<file path="src/rtl/pc_fetch_if.sv">
// Fetch-stage bundle: instruction-memory req/ack bus plus the decoder-facing
// instruction handoff and next-PC control inputs.
interface pc_fetch_if #(
    parameter int XLEN = 32
);
    logic            imem_req;
    logic [XLEN-1:0] imem_addr;
    logic            imem_ack;
    logic [XLEN-1:0] imem_rdata;
    logic [XLEN-1:0] instr;
    logic [XLEN-1:0] instr_pc;
    logic            instr_valid;
    logic            instr_ready;
    logic            branch_taken;
    logic            jump;
    logic            jalr;
    logic [XLEN-1:0] imm;
    logic [XLEN-1:0] jalr_base;
    logic            halt;
    logic            halted;
    logic            misaligned;

    modport master (
        output imem_req, imem_addr,
        input  imem_ack, imem_rdata,
        output instr, instr_pc, instr_valid,
        input  instr_ready, branch_taken, jump, jalr, imm, jalr_base, halt,
        output halted, misaligned
    );

    modport slave (
        input  imem_req, imem_addr,
        output imem_ack, imem_rdata,
        input  instr, instr_pc, instr_valid,
        output instr_ready, branch_taken, jump, jalr, imm, jalr_base, halt,
        input  halted, misaligned
    );
endinterface

</file>
<file path="src/rtl/pc_fetch.sv">
// RV32I program counter and instruction fetch: one outstanding req/ack fetch,
// instruction held for the decoder until retired, then next-PC selection.
module pc_fetch #(
    parameter int              XLEN     = 32,
    parameter logic [XLEN-1:0] RESET_PC = '0
) (
    input  logic       clk,
    input  logic       nRst,
    pc_fetch_if.master bus
);
    typedef enum logic [1:0] {
        S_REQ  = 2'd0,
        S_HOLD = 2'd1,
        S_STOP = 2'd2
    } state_t;

    state_t          state_reg, state_next;
    logic [XLEN-1:0] pc_reg, pc_next;
    logic [XLEN-1:0] instr_reg, instr_next;
    logic [XLEN-1:0] instr_pc_reg, instr_pc_next;
    logic            req_reg, req_next;
    logic            valid_reg, valid_next;
    logic            halted_reg, halted_next;
    logic            mis_reg, mis_next;
    logic [XLEN-1:0] jalr_sum;
    logic [XLEN-1:0] target;

    // Next-PC candidate, only consumed when the held instruction retires
    always_comb begin
        jalr_sum = bus.jalr_base + bus.imm;
        if (bus.jalr) begin
            target = {jalr_sum[XLEN-1:1], 1'b0};
        end else if (bus.jump || bus.branch_taken) begin
            target = instr_pc_reg + bus.imm;
        end else begin
            target = instr_pc_reg + XLEN'(4);
        end
    end

    always_comb begin
        state_next    = state_reg;
        pc_next       = pc_reg;
        instr_next    = instr_reg;
        instr_pc_next = instr_pc_reg;
        req_next      = req_reg;
        valid_next    = valid_reg;
        halted_next   = halted_reg;
        mis_next      = mis_reg;
        case (state_reg)
            S_REQ: begin
                // Request comes up one cycle after reset; acks before that are ignored
                if (!req_reg) begin
                    req_next = 1'b1;
                end else if (bus.imem_ack) begin
                    instr_next    = bus.imem_rdata;
                    instr_pc_next = pc_reg;
                    valid_next    = 1'b1;
                    req_next      = 1'b0;
                    state_next    = S_HOLD;
                end
            end
            S_HOLD: begin
                if (bus.instr_ready) begin
                    valid_next = 1'b0;
                    if (target[1:0] != 2'b00) begin
                        mis_next    = 1'b1;
                        halted_next = 1'b1;
                        state_next  = S_STOP;
                    end else if (bus.halt) begin
                        halted_next = 1'b1;
                        state_next  = S_STOP;
                    end else begin
                        pc_next    = target;
                        req_next   = 1'b1;
                        state_next = S_REQ;
                    end
                end
            end
            S_STOP: begin
                req_next    = 1'b0;
                valid_next  = 1'b0;
                halted_next = 1'b1;
            end
            default: begin
                state_next = S_REQ;
            end
        endcase
    end

    always_ff @(posedge clk) begin
        if (!nRst) begin
            state_reg <= S_REQ;
        end else begin
            state_reg <= state_next;
        end
    end

    always_ff @(posedge clk) begin
        if (!nRst) begin
            pc_reg       <= RESET_PC;
            instr_reg    <= '0;
            instr_pc_reg <= '0;
            req_reg      <= 1'b0;
            valid_reg    <= 1'b0;
            halted_reg   <= 1'b0;
            mis_reg      <= 1'b0;
        end else begin
            pc_reg       <= pc_next;
            instr_reg    <= instr_next;
            instr_pc_reg <= instr_pc_next;
            req_reg      <= req_next;
            valid_reg    <= valid_next;
            halted_reg   <= halted_next;
            mis_reg      <= mis_next;
        end
    end

    assign bus.imem_req    = req_reg;
    assign bus.imem_addr   = pc_reg;
    assign bus.instr       = instr_reg;
    assign bus.instr_pc    = instr_pc_reg;
    assign bus.instr_valid = valid_reg;
    assign bus.halted      = halted_reg;
    assign bus.misaligned  = mis_reg;
endmodule

</file>
<file path="src/flat_wrapper.sv">
// flat-port wrapper written by rule: the top's interface ports become plain ports
module pc_fetch_flat 
#(
    parameter int              XLEN     = 32,
    parameter logic [XLEN-1:0] RESET_PC = '0
)
  (clk, nRst, bus_imem_req, bus_imem_addr, bus_imem_ack, bus_imem_rdata, bus_instr, bus_instr_pc, bus_instr_valid, bus_instr_ready, bus_branch_taken, bus_jump, bus_jalr, bus_imm, bus_jalr_base, bus_halt, bus_halted, bus_misaligned);
  pc_fetch_if #(.XLEN(XLEN)) bus_i ();
  input  logic clk;
  input  logic nRst;
  output wire logic [$bits(bus_i.imem_req)-1:0] bus_imem_req;
  output wire logic [$bits(bus_i.imem_addr)-1:0] bus_imem_addr;
  input wire logic [$bits(bus_i.imem_ack)-1:0] bus_imem_ack;
  input wire logic [$bits(bus_i.imem_rdata)-1:0] bus_imem_rdata;
  output wire logic [$bits(bus_i.instr)-1:0] bus_instr;
  output wire logic [$bits(bus_i.instr_pc)-1:0] bus_instr_pc;
  output wire logic [$bits(bus_i.instr_valid)-1:0] bus_instr_valid;
  input wire logic [$bits(bus_i.instr_ready)-1:0] bus_instr_ready;
  input wire logic [$bits(bus_i.branch_taken)-1:0] bus_branch_taken;
  input wire logic [$bits(bus_i.jump)-1:0] bus_jump;
  input wire logic [$bits(bus_i.jalr)-1:0] bus_jalr;
  input wire logic [$bits(bus_i.imm)-1:0] bus_imm;
  input wire logic [$bits(bus_i.jalr_base)-1:0] bus_jalr_base;
  input wire logic [$bits(bus_i.halt)-1:0] bus_halt;
  output wire logic [$bits(bus_i.halted)-1:0] bus_halted;
  output wire logic [$bits(bus_i.misaligned)-1:0] bus_misaligned;
  assign bus_imem_req = bus_i.imem_req;
  assign bus_imem_addr = bus_i.imem_addr;
  assign bus_i.imem_ack = bus_imem_ack;
  assign bus_i.imem_rdata = bus_imem_rdata;
  assign bus_instr = bus_i.instr;
  assign bus_instr_pc = bus_i.instr_pc;
  assign bus_instr_valid = bus_i.instr_valid;
  assign bus_i.instr_ready = bus_instr_ready;
  assign bus_i.branch_taken = bus_branch_taken;
  assign bus_i.jump = bus_jump;
  assign bus_i.jalr = bus_jalr;
  assign bus_i.imm = bus_imm;
  assign bus_i.jalr_base = bus_jalr_base;
  assign bus_i.halt = bus_halt;
  assign bus_halted = bus_i.halted;
  assign bus_misaligned = bus_i.misaligned;
  pc_fetch #(.XLEN(XLEN), .RESET_PC(RESET_PC)) u_core (.clk(clk), .nRst(nRst), .bus(bus_i));
endmodule
</file>
<file path="config.mk">
export PLATFORM = sky130hd
export DESIGN_NAME = pc_fetch_flat
export DESIGN_NICKNAME = d
export VERILOG_FILES = /design/src/rtl/pc_fetch_if.sv /design/src/rtl/pc_fetch.sv /design/src/flat_wrapper.sv
export SDC_FILE = /design/constraint.sdc
export NUM_CORES = 1
export LEC_CHECK = 0
export BUFFER_PORTS_ARGS = -buffer_cell sky130_fd_sc_hd__buf_4
export CAP_MARGIN = 15
export CORE_MARGIN = 2
export CORE_UTILIZATION = 55
export CTS_CLUSTER_DIAMETER = 60
export CTS_CLUSTER_SIZE = 8
export DETAILED_ROUTE_END_ITERATION = 8
export PLACE_DENSITY = 0.88
export SYNTH_ARGS = -nofsm -noshare
export SYNTH_HDL_FRONTEND = slang
export SYNTH_SLANG_ARGS = --single-unit
export TNS_END_PERCENT = 20
</file>
<file path="constraint.sdc">
create_clock -name clk -period 6.1 [get_ports clk]
set_input_delay 0.61 -clock clk [delete_from_list [all_inputs] [get_ports clk]]
set_output_delay 0.61 -clock clk [all_outputs]
set_load 0.1 [all_outputs]
</file>
==> impl_metrics.ini <==
[floorplan]
dieHeight_um = 124
die-width_um = 124
initial_utilization = 0.555
die-area_um2 = 15500
design.portCount = 204
core-area_um2 = 14400
fp-row-count = 44

[worst_setup_path]
critical_path_peak_fanout = 3
required_arrival_time_at_the_worst_endpoint_ns = 6.32
worst-setup-path-type = primary input to flop
cp_data_arrival_time_ns = 3.51
critPathLaunchType = primary input
worst_setup_path_end_kind = flop

[finish]
multiInputGateArea_um2 = 5650
fillers = 1227
finish.net_count = 1426
area_growth_syn_to_layout_pct = 24.1
seq_area_um2 = 2040
final_layout_size_suffix_gt1_frac = 0.199
layout.cells.most_common_list = 210 x sky130_fd_sc_hd__buf_4, 194 x sky130_fd_sc_hd__nand2_1, 159 x sky130_fd_sc_hd__a21oi_1
layout.cell_area.non_filler_um2 = 9900
antenna_cells = 0
final_common_cell = sky130_fd_sc_hd__buf_4

[pwr]
pwr-share-comb = 0.333
portion_of_total_power_attributed_to_the_clock_network = 0.306
sequentialPowerShare = 0.361
power.net_switching_w = 0.000765
p_per_area_nw_per_um2 = 198
cellInternalPower_w = 0.00119
switching_share = 0.391
ir_worst_vdd_mv = 0.155
power.static_leakage_nw = 4.27

[yosys]
synth_ff_type = sky130_fd_sc_hd__dfxtp_1
syn-instance-count = 1085
synthXorXnorAreaFrac = 0.0813
synth_top_family_by_area = compound AO/OA/AOI/OAI gates
yosys.area_share.adder = 0.109
synth-async-reset-ratio = 0
synth_seq_cells = 102
syn_avg_cell_area_um2 = 7.35
yosysTopAreaCellShare = 0.256
synth_warnings = 0
synthesized_area_fraction_occupied_by_ao_oa_aoi_and_oai_cells = 0.282
synth_enable_flop_cells = 0
synthTopCellsByArea = sky130_fd_sc_hd__dfxtp_1 26%, sky130_fd_sc_hd__ha_1 10%, sky130_fd_sc_hd__a21oi_1 10%
synthSimpleGateAreaFrac = 0.226
synth_cell_types = 68
syn-num-nets = 1257
total_standard_cell_area_after_synthesis_um2 = 7980
synthDominantAreaCellType = sky130_fd_sc_hd__dfxtp_1
synth_mux_area_frac = 0.00894
yosysSeqAreaShare = 0.256

[clock_tree]
htreeDepth = 3
clock_pin_slew_reported_for_the_worst_setup_and_hold_paths_after_clock_tree_synthesis_ns = 0.08
cts.repair.resized = 0
cts_setup_buffers = 0
cts_buffers = 9
cts_tree = done
holdBufCountCts = 0
cts_root_buf = sky130_fd_sc_hd__clkbuf_16
clock_sinks = 102
clkLatencyLatePin_ns = 0.37
clock_tree.buffer_depth = 2

[timing]
rsz0062_at_grt = false
final.setup_skew_ns = 0.0119
timing.final.setup_violations = 0
finalWorstPathRequiredPeriod_ns = 3.29
hold_viol_final = 0
peak_freq_ghz = 0.304
final_max_slew_violation_count = 0
relSlewSlack = 0.565
fin_worst_hold_slack_ns = 0.457
tightest_slew_ns = 0.636
fin_tns_setup_ns = 0
fin_crit_sh = 0.539

[job]
maxCapViolations = 0

[routing]
drc_viols = 0
wl_per_cell_um = 17.9
antenna_violating_nets_post_route = 0
route.vias.total = 8992
wirelength_mm = 25.8
drt-initial-drc-count = 814
viasPerCell = 6.23
drt_pre_antenna_iters = 6

[global_route]
grt_overflow = 0
grtUsageMet3 = 0.0455
use_met2 = 0.531
grt_antenna_before_repair = 0
met1_usage = 0.436
wire_length_of_the_first_global_routing_pass_mm = 42.2
gr-max-usage-layer = met2
grt_max_degree = 59
grt_usage = 0.328
grt_pass1_vias = 8410

[hold_path]
hold_class = flop to flop

[placed_design]
port_buffers = 203
gp_congestion = 1.01
dpl_cell_area_um2 = 9590
detailed_place_hpwl_mm = 19.4

[outcome]
outcome = complete, no violations
==> synthesized netlist by cell type, types with 16 or more instances <==
library cell               instances
sky130_fd_sc_hd__clkbuf_1         43
sky130_fd_sc_hd__nand3_1          42
sky130_fd_sc_hd__nand2_1         194
sky130_fd_sc_hd__dfxtp_1         102
sky130_fd_sc_hd__o21ai_0          56
sky130_fd_sc_hd__a21o_1           27
sky130_fd_sc_hd__a211oi_1         27
sky130_fd_sc_hd__inv_1            23
sky130_fd_sc_hd__xnor2_1          49
sky130_fd_sc_hd__a21oi_1         159
sky130_fd_sc_hd__nor3_1           19
sky130_fd_sc_hd__nor2_1           57
sky130_fd_sc_hd__and3_1           16
sky130_fd_sc_hd__ha_1             66
sky130_fd_sc_hd__a31oi_1          19
sky130_fd_sc_hd__xor2_1           25
sky130_fd_sc_hd__nand4_1          17
==> power groups by stage <==
stage | logic (W) | clock network [W] | registers (W)
after floorplan | 0.000292 | 0 | 0.000886
after global placement | 0.000630 | 0 | 0.000721
after detailed placement | 0.000639 | 0 | 0.000722
after CTS | 0.000642 | 0.000608 | 0.000706
after global routing | 0.000692 | 0.000633 | 0.000710
final | 0.000651 | 0.000600 | 0.000707
==> through the flow <==
step,cells,utilization,setup slack [ns],power (W)
final,1443,0.689,2.81,0.00196
after global routing,1443,0.689,2.62,0.00204
after CTS,1443,0.689,2.86,0.00196
after detailed placement,1427,0.667,2.50,0.00136
after global placement,1427,0.667,2.51,0.00135
after floorplan,1085,-,2.78,0.00118
==> critical path, stage by stage <==
cell	delay, ns
sky130_fd_sc_hd__buf_4	0.12
sky130_fd_sc_hd__ha_1	0.23
sky130_fd_sc_hd__fa_1	0.44
sky130_fd_sc_hd__a211oi_2	0.30
sky130_fd_sc_hd__o21ai_1	0.15
sky130_fd_sc_hd__a221oi_2	0.37
sky130_fd_sc_hd__nor4_1	0.13
sky130_fd_sc_hd__or4b_1	0.53
sky130_fd_sc_hd__a31oi_1	0.24
sky130_fd_sc_hd__xnor2_1	0.11
sky130_fd_sc_hd__a31oi_1	0.20
sky130_fd_sc_hd__a21oi_1	0.09
==> layer usage <==
layer,up-vias,part of all wire
met1,4147,0.41
li1,4292,-
met4,0,0.039
met2,472,0.46
met5,-,0
met3,81,0.093
==> cells by family after synthesis <==
| kind of cell | count (synthesis) |
|---|---|
| compound gates | 365 |
| xor+xnor | 74 |
| fa+ha+maj | 68 |
| buf+inv | 76 |
| flops | 102 |
| mux | 7 |
| simple gates | 393 |
==> worst paths after layout <==
path / start / to / slack [ns] / depth (start not counted)
worst max-delay path: bus_imm[0] / u_core.bus.imem_addr[26] / 2.81 / 12
worst min register to register: u_core.bus.instr[26] / u_core.bus.instr[26] / 0.46 / 2
worst min-delay path: u_core.bus.instr[26] / u_core.bus.instr[26] / 0.46 / 2
worst max register to register: u_core.bus.instr_pc[0] / u_core.bus.imem_addr[26] / 2.83 / 11
==> layout make-up <==
type / instances / area share
multi-input combinational: 907 / 0.571
sequential: 102 / 0.206
timing repair buffer: 210 / 0.159
tap: 184 / 0.0233
clock buffer: 9 / 0.0228
inverter: 24 / 0.00910
clock inverter: 7 / 0.00872
(Power assumes the default switching activity.)
